===== config.mk =====
export PLATFORM = sky130hd
export DESIGN_NAME = inst_cache_loader
export DESIGN_NICKNAME = d
export VERILOG_FILES = /design/src/rtl/inst_loader_pkg.sv /design/src/rtl/inst_cache_loader.sv
export SDC_FILE = /design/constraint.sdc
export NUM_CORES = 1
export LEC_CHECK = 0
export CORE_ASPECT_RATIO = 0.8
export CORE_MARGIN = 5
export CORE_UTILIZATION = 45
export CTS_CLUSTER_DIAMETER = 40
export DETAILED_ROUTE_END_ITERATION = 10
export PLACE_DENSITY_LB_ADDON = 0.15
export SYNTH_ARGS = -nofsm -noshare
export SYNTH_HDL_FRONTEND = slang
export SYNTH_SLANG_ARGS = --single-unit

===== constraint.sdc =====
create_clock -name clk -period 5.9 [get_ports clk]
set_clock_uncertainty 0.1 [all_clocks]
set_input_delay 1.18 -clock clk [delete_from_list [all_inputs] [get_ports clk]]
set_output_delay 1.18 -clock clk [all_outputs]
set_load 0.01 [all_outputs]

===== src/rtl/inst_loader_pkg.sv =====
// Shared types and constants for the instruction cache loader.
// The read-back states exist only when INST_LOADER_VERIFY_EN is defined.
package inst_loader_pkg;

  localparam int DEPTH_WORDS_DEF = 4096;
  localparam int CNT_W_DEF       = 13;
  localparam int WORD_ADDR_W     = 30;

`ifdef INST_LOADER_VERIFY_EN
  typedef enum logic [2:0] {
    ST_IDLE,
    ST_LOAD,
    ST_RD_ISSUE,
    ST_RD_CMP,
    ST_DONE,
    ST_ERR
  } state_e;
`else
  typedef enum logic [2:0] {
    ST_IDLE,
    ST_LOAD,
    ST_DONE,
    ST_ERR
  } state_e;
`endif

endpackage


===== src/rtl/inst_cache_loader.sv =====
// Streams instruction words into the instruction cache debug write port and holds the CPU until resident.
// Optional read-back verification of every word is enabled by defining INST_LOADER_VERIFY_EN.
module inst_cache_loader
  import inst_loader_pkg::*;
#(
  parameter int DEPTH_WORDS   = DEPTH_WORDS_DEF,
  parameter int CNT_W         = CNT_W_DEF,
  parameter bit HOLD_AT_RESET = 1'b1
) (
  input  logic                   clk,
  input  logic                   rst_n,
  input  logic                   start,
  input  logic [WORD_ADDR_W-1:0] base_addr,
  input  logic [CNT_W-1:0]       word_count,
  input  logic                   in_valid,
  input  logic [31:0]            in_data,
  output logic                   in_ready,
  output logic                   cache_write_en,
  output logic [WORD_ADDR_W-1:0] cache_debug_addr,
  output logic [31:0]            cache_debug_input,
  input  logic [31:0]            cache_debug_data,
  output logic                   cpu_hold,
  output logic                   busy,
  output logic                   done,
  output logic                   error,
  output logic [CNT_W-1:0]       words_done
);

  localparam int SUM_W = CNT_W + 18;

  state_e                 state_q;
  logic [WORD_ADDR_W-1:0] addr_q, addr_d, dbg_addr_q;
  logic [CNT_W-1:0]       remain_q, remain_d, words_done_q, words_done_d;
  logic [31:0]            dbg_in_q;
  logic                   hold_q, busy_q, done_q, error_q;
  logic                   accept, present, last;
  logic [SUM_W-1:0]       end_addr;
  logic                   range_fault;

  assign in_ready = (state_q == ST_LOAD);
  assign accept   = in_ready & in_valid;

`ifdef INST_LOADER_VERIFY_EN
  logic [31:0] word_q;
  assign present = accept | (state_q == ST_RD_ISSUE);
`else
  logic unused_rd;
  assign unused_rd = ^cache_debug_data;
  assign present   = accept;
`endif

  // Address and data lines only move while the cache is actually being driven
  assign cache_write_en    = accept;
  assign cache_debug_addr  = present ? addr_q : dbg_addr_q;
  assign cache_debug_input = accept ? in_data : dbg_in_q;

  assign end_addr    = SUM_W'(base_addr) + SUM_W'(word_count);
  assign range_fault = end_addr > SUM_W'(DEPTH_WORDS);

  assign addr_d       = addr_q + WORD_ADDR_W'(1);
  assign remain_d     = remain_q - CNT_W'(1);
  assign words_done_d = words_done_q + CNT_W'(1);
  assign last         = (remain_q == CNT_W'(1));

  assign cpu_hold   = hold_q;
  assign busy       = busy_q;
  assign done       = done_q;
  assign error      = error_q;
  assign words_done = words_done_q;

  always_ff @(posedge clk or negedge rst_n) begin
    if (!rst_n) begin
      state_q      <= ST_IDLE;
      addr_q       <= '0;
      dbg_addr_q   <= '0;
      dbg_in_q     <= '0;
      remain_q     <= '0;
      words_done_q <= '0;
      hold_q       <= HOLD_AT_RESET;
      busy_q       <= 1'b0;
      done_q       <= 1'b0;
      error_q      <= 1'b0;
`ifdef INST_LOADER_VERIFY_EN
      word_q       <= '0;
`endif
    end else begin
      if (present) dbg_addr_q <= addr_q;
      if (accept)  dbg_in_q   <= in_data;
      case (state_q)
        ST_IDLE, ST_DONE, ST_ERR: begin
          if (start) begin
            hold_q       <= 1'b1;
            done_q       <= 1'b0;
            error_q      <= 1'b0;
            words_done_q <= '0;
            addr_q       <= base_addr;
            remain_q     <= word_count;
            if (word_count == '0) begin
              state_q <= ST_DONE;
              done_q  <= 1'b1;
              hold_q  <= 1'b0;
            end else if (range_fault) begin
              state_q <= ST_ERR;
              error_q <= 1'b1;
            end else begin
              state_q <= ST_LOAD;
              busy_q  <= 1'b1;
            end
          end
        end
`ifdef INST_LOADER_VERIFY_EN
        ST_LOAD: begin
          if (accept) begin
            word_q  <= in_data;
            state_q <= ST_RD_ISSUE;
          end
        end
        ST_RD_ISSUE: state_q <= ST_RD_CMP;
        // The cache data presented now is the word captured at the RD_ISSUE edge
        ST_RD_CMP: begin
          if (cache_debug_data == word_q) begin
            addr_q       <= addr_d;
            remain_q     <= remain_d;
            words_done_q <= words_done_d;
            if (last) begin
              state_q <= ST_DONE;
              busy_q  <= 1'b0;
              done_q  <= 1'b1;
              hold_q  <= 1'b0;
            end else begin
              state_q <= ST_LOAD;
            end
          end else begin
            state_q <= ST_ERR;
            busy_q  <= 1'b0;
            error_q <= 1'b1;
          end
        end
`else
        ST_LOAD: begin
          if (accept) begin
            addr_q       <= addr_d;
            remain_q     <= remain_d;
            words_done_q <= words_done_d;
            if (last) begin
              state_q <= ST_DONE;
              busy_q  <= 1'b0;
              done_q  <= 1'b1;
              hold_q  <= 1'b0;
            end
          end
        end
`endif
        default: state_q <= ST_IDLE;
      endcase
    end
  end

endmodule


==> implementation parameters <==
Parameter                              Value

Run status
  Outcome    finished clean

Global routing
  Global-route usage over all layers    0.228
  Sum of overflow across all layers after global routing    0
  Initial antenna violation count    0
  Wire length of the first global-routing pass    33.5 mm
  Via count of the first global-routing pass    6463
  Maximum number of pins on one net before global-route repair    80

Finish
  Final #Nets    1143
  Syn-to-layout area delta    32.9%
  Antenna diodes    0
  Post-route cell area    9370 sq um
  Register area    3100 sq um
  Multi-input gate area    3690 sq um
  Fraction of layout cells with a size suffix above 1    0.0604
  FILL cells    1382

Pwr
  Pint    1.79 mW
  Power Dens Cells    263 nW/um^2
  Peak supply drop    0.000243 V
  Portion of total power attributed to combinational logic    0.181
  Share of power burned in the clock network    0.428
  Seq pwr share    0.391
  Leakage    4.04 nW
  Net Sw Power    0.668 mW
  Switching fraction of total power    0.271

Timing
  Tightest Pin Transition    1.02 ns
  Maximum achievable frequency    223 MHz
  Hold Slack    0.355 ns
  Total count of hold-check failures in the final report    0
  RSZ-0062 raised after global routing    false
  Summed negative setup slack over all endpoints    0 ns
  Final count of pins violating max slew    0
  Worst path setup slack after routing    1.42 ns
  Part of the cycle the worst path needs    0.759
  Min Clock Period, post-route    4.48 ns
  Setup-failing EPs final    0
  Headroom to the max-slew limit    0.322

Setup path
  Data required, critical path    4.62 ns
  Worst Path Arrival    3.20 ns
  Worst Setup Path Type    primary input to output pin
  FF-to-FF path depth    10
  Critical path startpoint    in_valid
  Largest fanout of any net on the critical path    72
  Launching element type of the critical path    primary input
  Reg-to-reg startpoint    state_q[0]
  Setup slack on the worst flop-to-flop path    2.92 ns
  Capturing element type of the critical path    output pin

Yosys
  Adder-Cell Fraction of Synth Area    0.0330
  Post-synthesis async set-or-reset flop share    1.00
  Parity-gate share of the synthesized area counting xor and xnor cells    0.0211
  Count of cell types in the netlist    72
  Most used flip-flop cell after synthesis    sky130_fd_sc_hd__dfrtp_1
  Average size of a mapped cell    8.03 sq um
  Register bit count reported by yosys    124
  Share of the yosys chip area belonging to registers    0.440
  Share of synthesized area spent on multiplexers    0.00213
  Synth Area in Compound Gates    0.191
  Total number of yosys warnings    0
  Cells after Synth    878
  Combined area of all synthesized cells    7050 sq um
  Nets in the synthesized netlist    1007
  Post-Synth Simple-Gate Area    0.275
  Number of synthesized flops with an enable pin    0
  Main combinational cell family by area after synthesis    simple AND/OR/NAND/NOR gates

Clock tree
  # resized after CTS    0
  Clock tree buffer depth    2
  Hold Buf Count CTS    0
  Clock root cell    sky130_fd_sc_hd__clkbuf_16
  Inserted Clock Buffers    17
  Number of buffers added for setup after CTS    0
  Clk pin slew, worst setup/hold paths    0.05 ns
  CTS tree    built
  Clock Sinks    124
  H-tree depth reported by CTS    4
  Skew-Pair Late Insertion Delay    0.40 ns

Floorplan
  Number of placed I/O pins    192
  Site Rows    40
  Vertical extent of the die    122 um
  Die Area    18300 sq um
  Core footprint    15200 sq um
  Initial Utilization    0.463
  Chip width    150 um

Min path
  Min-Delay Path Depth    2
  HP Class    flip-flop to flip-flop
  Launch point of the worst hold path    cpu_hold

Placed design
  Weighted congestion at the end of routability-driven global placement    0.920
  Count of port buffers added during placement    159
  Detailed-placement wirelength estimate    14.4 mm
  Pre-CTS setup slack    1.34 ns
  Cell area reported after detailed placement    8770 sq um

Detailed routing
  Number of antenna-violating nets in the routed design    0
  Detailed Route WL    20.6 mm
  DRC violation count after routing    0
  Vias per std cell    5.57
  Mean routed wirelength per cell    16.6 um
  1st-pass router iterations    5
  DRT iter0 DRCs    530
  Via count of the routed design    6886

Run
  Max-cap violation count    0
-- sequential cells by signal (all words and copies together) (netlist names) --
signal and flops:
dbg_in_q 32, addr_q 30, error 1, remain_q 13, dbg_addr_q 30, done 1
state_q 2, cpu_hold 1, busy 1, words_done 13
-- cells in the final DEF (no fill, tap or decap), drive strengths merged, types with 5 or more instances in the layout --
cell	count
inv	17
clkdlybuf4s50	158
nor3	21
a211oi	10
xor2	11
nand4	13
xnor2	6
dfrtp	123
o21ai	67
ha	17
a21oi	71
buf	7
and3	16
clkbuf	18
nor4	11
o22ai	15
or3	5
nand3	49
a22oi	12
nand2	231
clkinvlp	6
nor2	74
o211ai	5
-- final timing paths --
path	to
setup / recovery	cache_debug_addr[29]
hold / removal	cpu_hold
max in group asynchronous	addr_q[24]
setup reg to reg	words_done[10]
hold reg to reg	cpu_hold
min in group asynchronous	addr_q[3]
-- power by group through the flow --
stage	registers (mW)	clock network, mW	logic, mW
CTS	0.963	1.07	0.446
finish	0.963	1.05	0.445
detailed placement	0.977	0	0.442
global placement	0.976	0	0.437
global route	0.973	1.11	0.492
floorplan	0.967	0	0.226
-- synthesized netlist by cell type, drive strengths merged, types with 3 or more instances --
| master | number | area [sq um] |
|---|---|---|
| o211ai | 5 | 37.5 |
| and2 | 4 | 27.5 |
| a21o | 4 | 30.0 |
| a31oi | 4 | 25.0 |
| buf | 16 | 82.6 |
| o21ai | 67 | 339 |
| nand3 | 49 | 250 |
| nand2 | 231 | 870 |
| and3 | 16 | 100 |
| o32ai | 3 | 26.3 |
| a211oi | 10 | 75.1 |
| or3 | 5 | 31.3 |
| o22ai | 15 | 93.8 |
| clkbuf | 32 | 121 |
| a21oi | 71 | 363 |
| a22oi | 12 | 90.1 |
| nor2 | 74 | 280 |
| nand4 | 13 | 87.6 |
| inv | 16 | 60.1 |
| ha | 17 | 213 |
| dfrtp | 123 | 3080 |
| xor2 | 11 | 96.3 |
| nor3 | 21 | 115 |
| xnor2 | 6 | 52.6 |
| nor4 | 11 | 68.8 |
-- layer usage --
metal  vias to the layer above  routed length (um)  GRT usage
li1                       3365                   -          -
met1                      3273                9570      0.335
met2                       230                9410      0.348
met3                        18                1350     0.0439
met4                         0                 244     0.0531
met5                         -                   0          0
-- worst max-delay path, stage by stage --
cell and delay (ns):
sky130_fd_sc_hd__clkdlybuf4s50_1 0.42, sky130_fd_sc_hd__nand2_2 0.07, sky130_fd_sc_hd__buf_4 0.57, sky130_fd_sc_hd__nand2_1 0.10, sky130_fd_sc_hd__o21ai_0 0.17, sky130_fd_sc_hd__clkdlybuf4s50_1 0.62
-- through the flow --
stage               power, mW  utilization  cells
floorplan                1.19            -    878
global placement         1.41        0.576   1205
detailed placement       1.42        0.576   1205
CTS                      2.48        0.616   1237
global route             2.58        0.616   1237
finish                   2.46        0.616   1237
-- cells by family after synthesis --
group,count (synthesis)
AO/OA/AOI/OAI,218
XOR/XNOR,17
adder cells (fa/ha/maj),18
buffers and inverters,64
flip-flops,124
multiplexers,1
AND/OR/NAND/NOR,436
-- layout make-up --
type                       instances  area share
clock buffer                      18      0.0458
clock inverter                    14      0.0183
sequential                       124       0.331
tap                              210      0.0280
inverter                          16     0.00641
timing repair buffer             165       0.176
multi-input combinational        690       0.394
(Power assumes the default switching activity.)
